`config.mk`:
```
export PLATFORM = sky130hd
export DESIGN_NAME = serial_add_driver
export DESIGN_NICKNAME = d
export VERILOG_FILES = /design/src/rtl/serial_add_driver_pkg.sv /design/src/rtl/serial_add_driver.sv
export SDC_FILE = /design/constraint.sdc
export NUM_CORES = 2
export LEC_CHECK = 0
export CORE_AREA = 10 10 309 311
export DETAILED_ROUTE_END_ITERATION = 7
export DIE_AREA = 0 0 319 321
export PLACE_DENSITY = 0.61
export SLEW_MARGIN = 20
export SYNTH_ARGS = -nofsm -noshare
export SYNTH_HDL_FRONTEND = slang
export SYNTH_SLANG_ARGS = --single-unit
```
`constraint.sdc`:
```
create_clock -name clk -period 27.5 [get_ports clk]
set_input_delay 6.875 -clock clk [delete_from_list [all_inputs] [get_ports clk]]
set_output_delay 6.875 -clock clk [all_outputs]
set_load 0.02 [all_outputs]
```
`src/rtl/serial_add_driver_pkg.sv`:
```
`default_nettype none
// ============================================================================
// Module      : serial_add_driver_pkg
// Description : Shared state encoding, default sizes and helpers for the
//               serial adder driver.
// Revision    : 1.0 - initial release
// ============================================================================
package serial_add_driver_pkg;

  localparam int DEFAULT_WIDTH   = 128;
  localparam int DEFAULT_TIMEOUT = 512;
  localparam int CNT_WIDTH       = 16;

  typedef enum logic [1:0] {
    IDLE     = 2'd0,
    ISSUE    = 2'd1,
    WAIT_RES = 2'd2,
    RESP     = 2'd3
  } state_e;

  // Increment that sticks at all-ones instead of wrapping.
  function automatic logic [CNT_WIDTH-1:0] sat_inc(input logic [CNT_WIDTH-1:0] v);
    return (v == '1) ? v : v + CNT_WIDTH'(1);
  endfunction

endpackage
`default_nettype wire

```
`src/rtl/serial_add_driver.sv`:
```
`default_nettype none
// ============================================================================
// Module      : serial_add_driver
// Description : Accepts a host operand pair, pushes each operand to a serial
//               adder on its own channel, checks the returned sum against an
//               internally computed difference and reports the result (or a
//               timeout) back to the host, keeping transaction/error counts.
// Revision    : 1.0 - initial release
// ============================================================================
module serial_add_driver
  import serial_add_driver_pkg::*;
#(
  parameter int WIDTH   = DEFAULT_WIDTH,
  parameter int TIMEOUT = DEFAULT_TIMEOUT
) (
  input  logic                 clk,
  input  logic                 asyn_reset,
  input  logic                 host_vld,
  output logic                 host_rdy,
  input  logic [WIDTH-1:0]     host_x,
  input  logic [WIDTH-1:0]     host_y,
  output logic [WIDTH-1:0]     x,
  output logic [WIDTH-1:0]     y,
  output logic                 data_x_vld,
  input  logic                 data_x_rdy,
  output logic                 data_y_vld,
  input  logic                 data_y_rdy,
  input  logic [WIDTH-1:0]     sum,
  input  logic                 cout,
  input  logic                 d_out_vld,
  output logic                 d_out_rdy,
  output logic [WIDTH-1:0]     res_sum,
  output logic                 res_cout,
  output logic                 res_err,
  output logic                 res_timeout,
  output logic                 res_vld,
  input  logic                 res_rdy,
  output logic [CNT_WIDTH-1:0] txn_cnt,
  output logic [CNT_WIDTH-1:0] err_cnt
);

  localparam int            TW        = $clog2(TIMEOUT) + 1;
  localparam logic [TW-1:0] TIMER_END = TW'(TIMEOUT - 1);

  state_e               state_q, state_d;
  logic                 host_rdy_q, host_rdy_d;
  logic [WIDTH-1:0]     x_q, x_d, y_q, y_d, exp_q, exp_d;
  logic                 x_done_q, x_done_d, y_done_q, y_done_d;
  logic                 data_x_vld_q, data_x_vld_d, data_y_vld_q, data_y_vld_d;
  logic                 d_out_rdy_q, d_out_rdy_d;
  logic [TW-1:0]        timer_q, timer_d;
  logic [WIDTH-1:0]     res_sum_q, res_sum_d;
  logic                 res_cout_q, res_cout_d, res_err_q, res_err_d;
  logic                 res_timeout_q, res_timeout_d, res_vld_q, res_vld_d;
  logic [CNT_WIDTH-1:0] txn_cnt_q, txn_cnt_d, err_cnt_q, err_cnt_d;

  // Next-state and next-output computation for the whole transaction FSM.
  always_comb begin
    state_d       = state_q;
    host_rdy_d    = host_rdy_q;
    x_d           = x_q;
    y_d           = y_q;
    exp_d         = exp_q;
    x_done_d      = x_done_q;
    y_done_d      = y_done_q;
    data_x_vld_d  = data_x_vld_q;
    data_y_vld_d  = data_y_vld_q;
    d_out_rdy_d   = d_out_rdy_q;
    timer_d       = timer_q;
    res_sum_d     = res_sum_q;
    res_cout_d    = res_cout_q;
    res_err_d     = res_err_q;
    res_timeout_d = res_timeout_q;
    res_vld_d     = res_vld_q;
    txn_cnt_d     = txn_cnt_q;
    err_cnt_d     = err_cnt_q;

    case (state_q)
      IDLE: begin
        host_rdy_d = 1'b1;
        if (host_vld && host_rdy_q) begin
          host_rdy_d   = 1'b0;
          x_d          = host_x;
          y_d          = host_y;
          exp_d        = host_x - host_y;
          x_done_d     = 1'b0;
          y_done_d     = 1'b0;
          timer_d      = '0;
          data_x_vld_d = 1'b1;
          data_y_vld_d = 1'b1;
          state_d      = ISSUE;
        end
      end

      ISSUE: begin
        timer_d = timer_q + TW'(1);
        if (data_x_vld_q && data_x_rdy) begin
          x_done_d     = 1'b1;
          data_x_vld_d = 1'b0;
        end
        if (data_y_vld_q && data_y_rdy) begin
          y_done_d     = 1'b1;
          data_y_vld_d = 1'b0;
        end
        if (x_done_d && y_done_d) begin
          d_out_rdy_d = 1'b1;
          state_d     = WAIT_RES;
        end
        // Expiry overrides channel progress: there is nothing to capture yet.
        if (timer_q == TIMER_END) begin
          data_x_vld_d  = 1'b0;
          data_y_vld_d  = 1'b0;
          d_out_rdy_d   = 1'b0;
          res_sum_d     = '0;
          res_cout_d    = 1'b0;
          res_err_d     = 1'b0;
          res_timeout_d = 1'b1;
          res_vld_d     = 1'b1;
          state_d       = RESP;
        end
      end

      WAIT_RES: begin
        timer_d = timer_q + TW'(1);
        // A result arriving on the expiry cycle is still taken.
        if (d_out_vld && d_out_rdy_q) begin
          d_out_rdy_d   = 1'b0;
          res_sum_d     = sum;
          res_cout_d    = cout;
          res_err_d     = (sum != exp_q);
          res_timeout_d = 1'b0;
          res_vld_d     = 1'b1;
          state_d       = RESP;
        end else if (timer_q == TIMER_END) begin
          d_out_rdy_d   = 1'b0;
          res_sum_d     = '0;
          res_cout_d    = 1'b0;
          res_err_d     = 1'b0;
          res_timeout_d = 1'b1;
          res_vld_d     = 1'b1;
          state_d       = RESP;
        end
      end

      RESP: begin
        if (res_vld_q && res_rdy) begin
          res_vld_d  = 1'b0;
          host_rdy_d = 1'b1;
          txn_cnt_d  = sat_inc(txn_cnt_q);
          if (res_err_q || res_timeout_q) begin
            err_cnt_d = sat_inc(err_cnt_q);
          end
          state_d = IDLE;
        end
      end

      default: state_d = IDLE;
    endcase
  end

  // State and output registers; reset discards any transaction in flight.
  always_ff @(posedge clk or posedge asyn_reset) begin
    if (asyn_reset) begin
      state_q       <= IDLE;
      host_rdy_q    <= 1'b0;
      x_q           <= '0;
      y_q           <= '0;
      exp_q         <= '0;
      x_done_q      <= 1'b0;
      y_done_q      <= 1'b0;
      data_x_vld_q  <= 1'b0;
      data_y_vld_q  <= 1'b0;
      d_out_rdy_q   <= 1'b0;
      timer_q       <= '0;
      res_sum_q     <= '0;
      res_cout_q    <= 1'b0;
      res_err_q     <= 1'b0;
      res_timeout_q <= 1'b0;
      res_vld_q     <= 1'b0;
      txn_cnt_q     <= '0;
      err_cnt_q     <= '0;
    end else begin
      state_q       <= state_d;
      host_rdy_q    <= host_rdy_d;
      x_q           <= x_d;
      y_q           <= y_d;
      exp_q         <= exp_d;
      x_done_q      <= x_done_d;
      y_done_q      <= y_done_d;
      data_x_vld_q  <= data_x_vld_d;
      data_y_vld_q  <= data_y_vld_d;
      d_out_rdy_q   <= d_out_rdy_d;
      timer_q       <= timer_d;
      res_sum_q     <= res_sum_d;
      res_cout_q    <= res_cout_d;
      res_err_q     <= res_err_d;
      res_timeout_q <= res_timeout_d;
      res_vld_q     <= res_vld_d;
      txn_cnt_q     <= txn_cnt_d;
      err_cnt_q     <= err_cnt_d;
    end
  end

  assign host_rdy    = host_rdy_q;
  assign x           = x_q;
  assign y           = y_q;
  assign data_x_vld  = data_x_vld_q;
  assign data_y_vld  = data_y_vld_q;
  assign d_out_rdy   = d_out_rdy_q;
  assign res_sum     = res_sum_q;
  assign res_cout    = res_cout_q;
  assign res_err     = res_err_q;
  assign res_timeout = res_timeout_q;
  assign res_vld     = res_vld_q;
  assign txn_cnt     = txn_cnt_q;
  assign err_cnt     = err_cnt_q;

endmodule
`default_nettype wire

```
Yosys cells after proc, flatten, opt, wreduce, memory -nomap -nowiden
Index checks and enable logic that the tools add are counted.
{"block": "word_totals", "out_inout_bits": 424, "elab_cells": 109, "in_bits": 392, "register_bits": 566}
{"block": "op_classes", "eq_ne": 13, "n_bitwise": 2, "n_addsub": 4, "mux": 47, "reduce_logical": 25}
{"cell": "128-bit 2-to-1 mux", "n": 2}
{"cell": "128-bit one-hot mux with 2 select lines", "n": 1}
{"cell": "128-bit inequality test", "n": 1}
{"cell": "128-bit subtractor", "n": 1}
{"cell": "16-bit by 1-bit adder with 16-bit output (second input constant)", "n": 2}
{"cell": "16-bit equality test (second input constant)", "n": 2}
{"cell": "1-bit 2-to-1 mux", "n": 25}
{"cell": "10-bit one-hot mux with 2 select lines", "n": 1}
{"cell": "1-bit one-hot mux with 2 select lines", "n": 9}
{"cell": "2-bit 2-to-1 mux", "n": 6}
{"cell": "3-bit inequality test (second input constant)", "n": 4}
{"cell": "3-bit AND reduction", "n": 4}
{"cell": "10-bit by 1-bit adder with 10-bit output (second input constant)", "n": 1}
{"cell": "10-bit by 9-bit equality test with 1-bit output (second input constant)", "n": 1}
{"cell": "10-bit 2-to-1 mux", "n": 1}
{"cell": "2-bit AND reduction", "n": 5}
{"cell": "2-bit one-hot mux with 4 select lines", "n": 1}
{"cell": "4-bit AND reduction", "n": 2}
{"cell": "2-bit nonzero test", "n": 4}
{"cell": "1-bit logical AND", "n": 6}
{"cell": "2-bit equality test (second input constant)", "n": 2}
{"cell": "2-bit inequality test (second input constant)", "n": 2}
{"cell": "1-bit one-hot mux with 3 select lines", "n": 1}
{"cell": "3-bit nonzero test", "n": 1}
{"cell": "other kinds (5)", "n": 6}

Longest topological paths before layout
{"block": "logic_depth", "depth_word": 7, "depth_mapped": 14, "mapped_depth_nobuf": 14}

Worst setup path before layout
Ideal clock, no wire load.
{"block": "synth_timing", "kind": "input to register", "start": "in host_y[48]", "end": "reg exp_q[125]", "cell_stages": 14, "required_ns": 27.374, "setup_slack_ns": 17.708, "n_path_buf": 1, "arrival_time_ns": 9.665, "setup_ns": 0.126, "cell_sequence": "inv_1 ha_1 clkbuf_1 a21o_1 o21bai_1 a221oi_1 o21ai_0 or4_1 o21a_1 a21oi_2 o21ai_2 a21boi_2 o21ai_0 a221o_1"}
{"block": "synth_via", "elab_chain_len": 1}
{"item": "start: declaration", "line": "serial_add_driver.sv:21", "text": "input logic [WIDTH-1:0] host_y,"}
{"item": "128-bit subtractor", "line": "serial_add_driver.sv:85", "text": "exp_d = host_x - host_y;"}
{"item": "end signal: assignment", "line": "serial_add_driver.sv:187", "text": "exp_q <= exp_d;"}
{"item": "end: declaration", "line": "serial_add_driver.sv:47", "text": "logic [WIDTH-1:0] x_q, x_d, y_q, y_d, exp_q, exp_d;"}
No other way between the ends.
A chain may end at the register's enable or synchronous reset.

Final worst setup path
{"block": "layout_timing", "start": "in host_y[1]", "end": "reg exp_q[111]"}
The elaborated chain is that of the path after synthesis.

==> results <==
- The run finished with clean final reports.
- Entering global routing, the biggest net connects 152 pins.
- For the final routed database, the setup TNS stands at 0 ps.
- After floorplanning, the core was divided into 110 placement rows.
- The total clock buffers created by CTS is about 70.
- Summed over all layers, the global routing overflow is 0.
- In this run the worst path has a maximum fanout of 6.
- In this design, the stage delay of the slowest critical-path cell is between 700 and 800 ps.
- The detailed-route via count is between 20k and 30k.
- The net count of the mapped netlist is about 4k.
- The sink count of the clock tree is 566.
- The cell type group with the largest total delay on the critical path is compound AO/OA/AOI/OAI gates.
- After detailed routing, the total wire length is 138000 µm.
- Setup repair after global routing left no endpoint under its margin.
- In this run the critical register-to-register path is launched from state_q[0].
- Measured in cells, the most critical reg-to-reg path has a length of 7.
- Counting along the longest clock path gives a buffer depth of 3.
- For this run, the leading register cell type out of synthesis is dfrtp_1.
- The remaining antenna violation count is 0.
- The number of synthesized flops with an enable pin is 0.
- The clock root buffer is clkbuf_16.
- The wire length of the first global-routing pass is 199000 µm.
- The final hold slack is 471 ps.
- The number of buffer and inverter stages on the critical path is 2.
- Of the total power, combinational logic draws 45.8%.
- Dividing the detail-routed wire length by the instance count gives 25.0 µm.
- Counting flops with an async set or reset pin after synthesis yields a share of 100%.
- The initial antenna violation count was 11.
- The clock network burns 21.8% of the power.
- Gates resized during post-CTS repair numbered 0.
- Summed over all nets, the half-perimeter wirelength after detailed placement is ~110000 µm.
- The gate count of the mapped netlist is between 3k and 4k.
- In this run, synthesis produced a sequential element count of 566.
- Using the TritonRoute via totals, the vias-per-cell ratio works out to 5.29.
- The layout overhead on the synthesized area is 37.0%.
- The count of final hold-check violations is 0.
- The worst hold path startpoint is x[113].
- The die is about 320 µm tall.
- The H-tree was split into 3 levels.
- The reported max-cap violation count is 0.
- In this run, post-CTS hold repair placed 0 buffers.
- Each instance of the synthesized netlist takes up on average approximately 8.7 µm².
- The area of the mapped netlist is 0.0311 mm².
- At the end of the flow, the number of nets in the layout was approximately 4.8k.
- The tightest min-delay check is of the reg2reg type.
- The die area is just over 0.1 mm².
- The share of final-layout standard cells stronger than drive strength 1 is between 3 and 4%.
- The via count of the first global-routing pass came to between 20k and 30k.
- The maximum VDD drop is 0.0626 mV.
- The switching share of total power is 40.4%.
- The setup slack on the worst flop-to-flop path is 23810 ps.
- The number of buffers added for setup after CTS is 0.
- For the worst setup path, the data required time is 28020 ps.
- The number of design-rule violations left by the first detailed-router iteration is 2328.
- The detailed-router iteration count before antenna repair is 6.
- For the finished layout, the period the worst path requires is 11090 ps.
- The worst hold path terminates at x[113].
- During synthesis, Yosys emitted a total of 0 warnings.
- The TritonCTS clock tree is built.
- The part of the cycle the worst path needs is 40.3%.
- Setup violations remaining at the end of the flow were counted as 0.
- The area of the core is 0.0893 mm².
- The total power draw is 4.46 mW.
- The floorplan die width is 319 µm.
- Across the routed clock network, the largest skew measured is 16.2 ps.
- Routability-driven placement finished with a final weighted congestion of approximately 0.92.
- The post-detailed-route DRC marker count is 0.
- The cell with the largest stage delay on the worst path is o31ai_1.
- For the pin with the worst max-slew slack, the measured transition is 1100 ps.
- During placement, the flow inserted port buffers numbering about 820.
- The leakage power figure is 19.1 nW.
- Headroom to the max-slew limit came out at between 20% and 30%.
- The clock transition at the registers of the reported paths is 60 ps.
- In this run the power density over the cells is 105 mW/mm².
- STA classifies the critical path startpoint as an input pin.
- The final number of max-transition violations is 0.
- STA classifies the critical path endpoint as a register.
- The worst hold path passes through 2 cells.
- The worst setup path is of the in2reg kind.
- The proportion of synthesized chip area in sequential cells is 45.6%.
- The switching component of the power is 1.80 mW.
- Internal power comes to roughly 2.7 mW.
- The cell with the most instances on the worst path is a21o_1.
- The signal on the critical path passes through clkdlybuf4s50_1 > inv_1 > ha_1 > nor2b_1 > o31a_1 > o21ai_1 > o31ai_1 > a21boi_0 > o31ai_2 > o2111ai_1 > a21o_1 > a21o_1 > a211o_1 > o211ai_1.
- Per report_power, the sequential group accounts for 32.3% of the total.
- Data arrives at the worst endpoint at 11610 ps.
- The worst-skew pair later-pin latency is 610 ps.
- In this run, distinct cell masters in the synthesized netlist total 77.
- The maximum clock frequency is 0.0901 GHz.
- The overall routing resource usage is around 26%.
- The number of top-level design ports is 816.
- Once the floorplan was initialized, standard cells occupied 34.8% of the core.
- The endpoint identified for the worst register-to-register timing path is y[47].
logic make-up (layout without fill, tap and decap cells):
family                   Yosys count  count (layout)  share of synthesized area (%)
buffers and inverters            390            1161                           4.75
AND/OR/NAND/NOR                 1227            1227                           17.0
multiplexers                       4               4                          0.137
other                              0               7                              0
AO/OA/AOI/OAI                    979             979                           19.9
flip-flops                       566             566                           45.6
adder cells (fa/ha/maj)          135             135                           5.46
XOR/XNOR                         253             253                           7.13
power by group through the flow:
| stage | Sequential [mW] | Combinational (mW) | Clock [mW] |
|---|---|---|---|
| after floorplan | 1.75 | 0.718 | 0 |
| after global placement | 1.44 | 2.04 | 0 |
| after detailed placement | 1.45 | 2.06 | 0 |
| after CTS | 1.44 | 2.07 | 0.996 |
| after global routing | 1.49 | 2.20 | 1.03 |
| final | 1.44 | 2.04 | 0.973 |
final cells by class:
type	instances	area (µm²)
Timing Repair Buffer	831	8300
Clock inverter	23	325
Tap cell	1176	1470
Clock buffer	103	2060
Fill cell	8666	46700
Inverter	204	773
Sequential cell	566	14200
Antenna cell	7	17.5
Multi-Input combinational cell	2598	15500
placed cells by master, fill, tap and decap left out, drive strengths merged, types with 103 or more instances in the layout:
| cell type | n |
|---|---|
| clkbuf | 103 |
| inv | 207 |
| ha | 134 |
| o21ai | 374 |
| nor2 | 125 |
| xnor2 | 191 |
| clkdlybuf4s50 | 815 |
| nand2 | 817 |
| dfrtp | 566 |
| a22o | 136 |
| a21oi | 224 |
worst max-delay path by stage:
stage               slack (ps)         end       start  depth (start not counted)
finish                   16410  exp_q[111]   host_y[1]                         14
global route             16120  exp_q[107]   host_y[1]                         14
CTS                      16500  exp_q[126]  host_y[71]                         14
detailed placement       15870  exp_q[126]  host_y[71]                         14
global placement         15860  exp_q[126]  host_y[71]                         14
floorplan                 4790   d_out_rdy  asyn_reset                          1
per-layer routing:
metal | up-vias | share of wire [%] | global-route usage (%)
li1 | 13725 | - | -
met1 | 14143 | 41 | 32.1
met2 | 1090 | 47 | 42.9
met3 | 190 | 8.0 | 7.40
met4 | 6 | 3.3 | 8.99
met5 | - | 0.025 | 0
worst register-to-register path: stages (launching register included):
cell,delay (ps)
dfrtp_1,420
inv_1,90
ha_1,330
nand3_4,100
buf_4,690
buf_4,900
buf_4,770
o21ai_0,240
through the flow:
step                      instance area, µm²  setup WS [ps]  instances  util [%]
after floorplan                        31100           4790       3554         -
after global placement                 40200          15860       5375      45.0
after detailed placement               40200          15870       5375      45.0
after CTS                              42600          16500       5501      47.7
after global routing                   42600          16120       5506      47.7
final                                  42600          16410       5508      47.7
registers in the layout, summed over array words and instances, names as in the netlist, 2 cells and up:
signal,flops
res_sum,128
x,128
timer_q,10
exp_q,128
state_q,2
y,128
err_cnt,16
txn_cnt,16
cell usage after synthesis (all sizes together), types with 42 or more instances:
master	count	area, µm²
a21oi	224	1120
a22o	136	1190
clkbuf	170	639
dfrtp	566	14200
ha	134	1680
inv	204	766
nand2	817	3070
nand4	97	607
nor2	125	469
o21ai	374	1880
o21bai	42	315
xnor2	191	1670
xor2	62	543
Power figures use the tool's default switching activity.
